==> src/rtl/dec2float.sv <==
// dec2float: converts a decimal value (sign, 32-bit integer part, fraction
// scaled by 1e9) into an IEEE-754 single-precision word.
// The fraction is turned into 40 binary digits by repeated doubling, then
// normalised and packed. The default build truncates the mantissa.
// Optional feature macro: DEC2FLOAT_ROUND_NEAREST_EN selects round-to-nearest-even.
// Either build takes the same number of cycles per conversion.
module dec2float (
    input  logic        clk,
    input  logic        rst,
    input  logic        start,
    input  logic        sign,
    input  logic [31:0] int_dec,
    input  logic [31:0] frac_dec,
    output logic        busy,
    output logic        done,
    output logic [31:0] result_754,
    output logic        i754_overflow
);

    localparam logic [30:0] BILLION = 31'd1_000_000_000;

    typedef enum logic [1:0] {
        IDLE = 2'd0,
        FRAC = 2'd1,
        NORM = 2'd2,
        PACK = 2'd3
    } state_t;

    state_t      state;
    state_t      state_nxt;

    logic        sign_r;
    logic [23:0] int_r;
    logic        ovf_in_r;
    logic [29:0] rem_r;
    logic [39:0] bits_r;
    logic [5:0]  cnt_r;
    logic [7:0]  exp_r;
    logic [22:0] mant_r;
    logic        inf_r;

    // Position of the most significant set bit (0 when the value is zero).
    function automatic logic [5:0] lead_one(input logic [63:0] v);
        logic [5:0] p;
        p = 6'd0;
        for (int i = 0; i < 64; i++) begin
            if (v[i]) p = 6'(i);
        end
        return p;
    endfunction

`ifdef DEC2FLOAT_ROUND_NEAREST_EN
    // Round-to-nearest-even; returns {exponent[8:0], mantissa[22:0]} with the
    // mantissa carry-out folded into the exponent.
    function automatic logic [31:0] round_nearest_even(input logic [8:0]  e,
                                                       input logic [22:0] m,
                                                       input logic        g,
                                                       input logic        s);
        logic [23:0] sum;
        logic [8:0]  e_out;
        sum   = {1'b0, m} + {23'b0, g & (s | m[0])};
        e_out = sum[23] ? e + 9'd1 : e;
        return {e_out, sum[22:0]};
    endfunction
`endif

    // One restoring step of the decimal-to-binary fraction expansion.
    logic [30:0] r2;
    logic        fbit;
    logic [29:0] rem_nxt;

    // Doubling step: emit one binary fraction digit and the new remainder.
    always_comb begin
        r2      = {rem_r, 1'b0};
        fbit    = (r2 >= BILLION);
        rem_nxt = fbit ? 30'(r2 - BILLION) : r2[29:0];
    end

    // Normalisation of the 64-bit fixed-point value {int[23:0], frac[39:0]}.
    logic [63:0] fixed;
    logic [5:0]  lead;
    logic        is_zero;
    logic [7:0]  exp_nxt;
    logic [22:0] mant_nxt;
    logic        inf_nxt;

`ifdef DEC2FLOAT_ROUND_NEAREST_EN
    logic [87:0] ext;
    logic [87:0] low_mask;
    logic [22:0] mant_t;
    logic        guard;
    logic        sticky;
    logic [8:0]  exp_t;
    logic [31:0] rounded;

    // Leading-one search, guard/sticky extraction and rounding.
    always_comb begin
        fixed    = {int_r, bits_r};
        lead     = lead_one(fixed);
        is_zero  = (fixed == 64'd0);
        // fixed bit i sits at ext bit i+24, so bit lead-24 (guard) is ext[lead]
        ext      = {fixed, 24'b0};
        mant_t   = ext[7'({1'b0, lead}) + 7'd1 +: 23];
        guard    = ext[{1'b0, lead}];
        low_mask = (88'd1 << lead) - 88'd1;
        sticky   = (|(ext & low_mask)) | (rem_r != 30'd0);
        exp_t    = {3'b0, lead} + 9'd87;
        rounded  = round_nearest_even(exp_t, mant_t, guard, sticky);
        exp_nxt  = rounded[30:23];
        mant_nxt = rounded[22:0];
        inf_nxt  = (rounded[31:23] >= 9'd255);
        if (is_zero) begin
            exp_nxt  = 8'd0;
            mant_nxt = 23'd0;
            inf_nxt  = 1'b0;
        end
    end
`else
    logic [86:0] ext;

    // Leading-one search and truncating mantissa extraction.
    always_comb begin
        fixed    = {int_r, bits_r};
        lead     = lead_one(fixed);
        is_zero  = (fixed == 64'd0);
        // fixed bit i sits at ext bit i+23; bits below bit 0 read as zero
        ext      = {fixed, 23'b0};
        mant_nxt = ext[{1'b0, lead} +: 23];
        exp_nxt  = {2'b0, lead} + 8'd87;
        inf_nxt  = 1'b0;
        if (is_zero) begin
            exp_nxt  = 8'd0;
            mant_nxt = 23'd0;
        end
    end
`endif

    // FSM state register.
    always_ff @(posedge clk or posedge rst) begin
        if (rst) state <= IDLE;
        else     state <= state_nxt;
    end

    // Next-state logic; FRAC lasts exactly 40 cycles (counter 0..39).
    always_comb begin
        state_nxt = state;
        case (state)
            IDLE:    if (start) state_nxt = FRAC;
            FRAC:    if (cnt_r == 6'd39) state_nxt = NORM;
            NORM:    state_nxt = PACK;
            PACK:    state_nxt = IDLE;
            default: state_nxt = IDLE;
        endcase
    end

    // Capture, fraction expansion, normalisation and result packing.
    always_ff @(posedge clk or posedge rst) begin
        if (rst) begin
            sign_r        <= 1'b0;
            int_r         <= 24'd0;
            ovf_in_r      <= 1'b0;
            rem_r         <= 30'd0;
            bits_r        <= 40'd0;
            cnt_r         <= 6'd0;
            exp_r         <= 8'd0;
            mant_r        <= 23'd0;
            inf_r         <= 1'b0;
            busy          <= 1'b0;
            done          <= 1'b0;
            result_754    <= 32'd0;
            i754_overflow <= 1'b0;
        end else begin
            done <= 1'b0;
            case (state)
                IDLE: begin
                    if (start) begin
                        sign_r   <= sign;
                        int_r    <= int_dec[23:0];
                        ovf_in_r <= (int_dec[31:24] != 8'd0) ||
                                    (frac_dec >= 32'd1_000_000_000);
                        rem_r    <= frac_dec[29:0];
                        bits_r   <= 40'd0;
                        cnt_r    <= 6'd0;
                        busy     <= 1'b1;
                    end
                end
                FRAC: begin
                    rem_r  <= rem_nxt;
                    bits_r <= {bits_r[38:0], fbit};
                    cnt_r  <= cnt_r + 6'd1;
                end
                NORM: begin
                    exp_r  <= exp_nxt;
                    mant_r <= mant_nxt;
                    inf_r  <= inf_nxt;
                end
                PACK: begin
                    if (ovf_in_r || inf_r) begin
                        result_754    <= {sign_r, 8'hFF, 23'h0};
                        i754_overflow <= 1'b1;
                    end else begin
                        result_754    <= {sign_r, exp_r, mant_r};
                        i754_overflow <= 1'b0;
                    end
                    done <= 1'b1;
                    busy <= 1'b0;
                end
                default: ;
            endcase
        end
    end

endmodule
==> config.mk <==
export PLATFORM = sky130hd
export DESIGN_NAME = dec2float
export DESIGN_NICKNAME = d
export VERILOG_FILES = /design/src/rtl/dec2float.sv
export SDC_FILE = /design/constraint.sdc
export NUM_CORES = 1
export LEC_CHECK = 0
export ABC_AREA = 0
export BUFFER_PORTS_ARGS = -buffer_cell sky130_fd_sc_hd__buf_2
export CAP_MARGIN = 20
export CORE_MARGIN = 2
export CORE_UTILIZATION = 62
export CTS_BUF_LIST = sky130_fd_sc_hd__clkbuf_8
export DETAILED_ROUTE_END_ITERATION = 6
export MAX_ROUTING_LAYER = met4
export PLACE_DENSITY_LB_ADDON = 0.2
export SYNTH_ARGS = -nofsm -noshare
export SYNTH_HDL_FRONTEND = slang
export SYNTH_SLANG_ARGS = --single-unit
==> constraint.sdc <==
create_clock -name clk -period 7.5 [get_ports clk]
set_input_delay 1.5 -clock clk [delete_from_list [all_inputs] [get_ports clk]]
set_output_delay 1.5 -clock clk [all_outputs]
set_load 0.1 [all_outputs]
==> qor.csv <==
metric;value;unit
status;complete, but fails checks;
violations;DRC;
nets;1538;
dieWidth;146;µm
final-seq-area;0.00425;mm²
grt-ovfl-total;0;
synth.largest_area_cell;dfrtp_1;
crit_chain;nor4_1 -> nand2_1 -> or3_1 -> nor2_1 -> nand2_1 -> o21ai_1 -> buf_4 -> nor2_1 -> a211oi_1 -> a2bb2oi_1;
hp-start;mant_r[16]$_DFFE_PP0P_;
r2r_end;mant_r[14]$_DFFE_PP0P_;
postCtsResizedCells;0;
port_buffers;102;
clockPowerShare;9.1;%
core-area;0.0201;mm²
cts_root_buf;clkbuf_8;
clock_latency;0.49;ns
cts.sinks;170;
async_flop_share;100;%
p_int;3.15;mW
reg2regPathDepth;10;
die_h;146;µm
clkTransAtPathRegs;0.10;ns
rrSetupSlack;2.19;ns
synth_fa_ha_area_share;0.795;%
synthXorXnorAreaFrac;1.81;%
slowest_delay;0.90;ns
synth_top_area_share;33.8;%
cp_slowest_cell;nor2_1;
track_usage;39.3;%
fin_crit_sh;70.8;%
synth_enable_flop_cells;0;
synth_nets;1539;
fillers;1713;
leakagePower;6.12;nW
die_area;0.0215;mm²
ys.flop_type;dfrtp_1;
clock_skew;0.0194;ns
fmax;188;MHz
grt_pass1_vias;11325;
yosys.area_share.simple;16.3;%
hold_viol_final;0;
slew_headroom;24.6;%
numCtsBuffers;17;
firstDrtPassIters;7;
post_cts.repair.setup_buffers;0;
drt-total-wl;40.3;mm
drtAntennaViolNets;0;
maxCapViolCount;0;
fp-row-count;52;
wl_per_cell;23.1;µm
crit-reg2reg-launch;bits_r[39]$_DFFE_PP0P_;
ys_types;87;
pre_cts_slack;2.50;ns
rsz0062_at_grt;false;
final_util;66.4;%
crit_type;reg -> reg;
critPathMaxFanout;11;
vias_per_cell;6.68;
dpl.hpwl;28.7;mm
hold-path-endpoint;result_754[16]$_DFFE_PP0P_;
power.share.switching;56.4;%
total_power;7.21;mW
antenna_found_initial;1;
power_frac_comb;65.7;%
cts_hold_buf;0;
ys_seq_area_share;33.8;%
netlist_instances;1463;
ys_seq_elements;170;
p_seq_share;25.1;%
setup_viol;0;
netlist_area;0.0126;mm²
hold_class;reg -> reg;
pin_count;103;
p_per_area;540;mW/mm²
timing.hold.ws;0.484;ns
synthTopCellsByArea;dfrtp_1, mux2i_1, nand2_1;
initial_utilization;62.6;%
irDropWorstVdd;0.450;mV
cts_tree;built;
grt_max_degree;101;
tightest_slew;1.12;ns
drive_gt1_share;16.5;%
grt_first_pass_wirelength;64.6;mm
finalCriticalPeriod;5.31;ns
power.switching;4.07;mW
slew_violations;0;
multiInputGateArea;0.00747;mm²
via_count;11665;
fin_ws;2.19;ns
syn-mean-instance-area;8.60;µm²
required;7.86;ns
timing.setup.tns;0;ns
first_iter_violations;1282;
ys_warn_count;0;
holdPathStages;2;
synthMuxAreaShare;18.4;%
startpoint_type;register;
drc_errors;2;
synth_compound_area_share;21.6;%
synth_top_family_by_area;compound AO/OA/AOI/OAI gates;
cts.path.max_buffers;2;
areaGrowthSynthToFinish;6.07;%
htreeDepth;4;
endpoint_kind;register;
gp_congestion;0.991;
worstPathArrival;5.67;ns
-- Yosys cell counts (9+ instances only) --
cell and instances:
buf_6 12, a21oi_1 77, o221ai_1 10, clkbuf_1 81, xnor2_1 18, buf_4 11
nor2b_1 10, nor2_1 85, a31oi_1 9, o22ai_1 15, nor3_1 35, o21ai_0 113
and3_1 9, nand2_1 186, buf_2 33, o211ai_1 12, nand3_1 44, inv_1 47
a211oi_1 21, nor4_1 21, a22o_1 38, dfrtp_1 170, o21ai_1 10, mux2i_1 170
mux2_2 46
-- final cells by class --
class | count | share of cell area, %
Multi-Input combinational cell | 1096 | 56.0
Sequential cell | 170 | 31.9
Timing Repair Buffer | 125 | 5.17
Tap cell | 270 | 2.53
Clock buffer | 17 | 1.75
Inverter | 52 | 1.53
Clock inverter | 15 | 1.15
Antenna cell | 1 | 0.0187
-- sequential cells by signal (all words and copies together), names as in the netlist --
signal	count
rem_r	30
result_754	32
done	1
int_r	24
exp_r	8
bits_r	40
cnt_r	6
busy	1
mant_r	23
ovf_in_r	1
i754_overflow	1
state	2
sign_r	1
-- placed cells by master (no fill, tap or decap), drive strengths merged, types with 10 or more instances in the layout --
master | Yosys | routed
o211ai | 12 | 12
nor3 | 36 | 36
nor2 | 87 | 87
o22ai | 15 | 15
a211oi | 22 | 22
nor2b | 10 | 10
clkbuf | 81 | 17
nor4 | 22 | 22
a21oi | 79 | 79
dfrtp | 170 | 170
nand2 | 186 | 186
inv | 49 | 55
mux2i | 171 | 171
o221ai | 10 | 10
buf | 64 | 125
xnor2 | 18 | 18
o21ai | 123 | 123
clkinv | 3 | 10
nand3 | 44 | 44
a22o | 38 | 38
mux2 | 49 | 49
-- per-layer routing --
metal	routed length [µm]	track usage (%)
met5	0	-
met4	1450	14.3
met3	3560	7.69
met2	18400	60.1
met1	16900	52.2
-- kinds of logic after synthesis --
group / count (synthesis)
AO/OA/AOI/OAI: 400
flip-flops: 170
XOR/XNOR: 26
AND/OR/NAND/NOR: 440
adder cells (fa/ha/maj): 8
multiplexers: 222
buffers and inverters: 197
-- critical path: cells and delay by family (launching register included) --
kind	cells	cell delay (ns)
AOI/OAI and AO/OA	3	1.05
DFF	1	0.51
buffers and inverters	1	0.33
and+or+nand+nor	6	3.29
-- worst max-delay path by stage --
stage,to,startpoint
3_3_place_gp,mant_r[14]$_DFFE_PP0P_,bits_r[39]$_DFFE_PP0P_
5_1_grt,mant_r[8]$_DFFE_PP0P_,bits_r[39]$_DFFE_PP0P_
2_1_floorplan,bits_r[0]$_DFFE_PP0P_,rst
6_report,mant_r[14]$_DFFE_PP0P_,bits_r[39]$_DFFE_PP0P_
4_1_cts,mant_r[14]$_DFFE_PP0P_,bits_r[39]$_DFFE_PP0P_
3_5_place_dp,mant_r[14]$_DFFE_PP0P_,bits_r[39]$_DFFE_PP0P_
-- through the flow --
stage / cell area [µm²] / cells
floorplan: 12600 / 1463
global placement: 12900 / 1712
detailed placement: 12900 / 1712
CTS: 13300 / 1744
global route: 13400 / 1746
finish: 13400 / 1746
-- power groups by stage --
stage | logic (mW) | clock network (mW) | registers, mW
4_1_cts | 4.64 | 0.669 | 1.79
5_1_grt | 5.05 | 0.701 | 1.87
2_1_floorplan | 3.25 | 0 | 2.09
3_3_place_gp | 4.58 | 0 | 1.79
3_5_place_dp | 4.62 | 0 | 1.81
6_report | 4.74 | 0.659 | 1.81
Note: power is estimated with default switching activity, not from simulation.
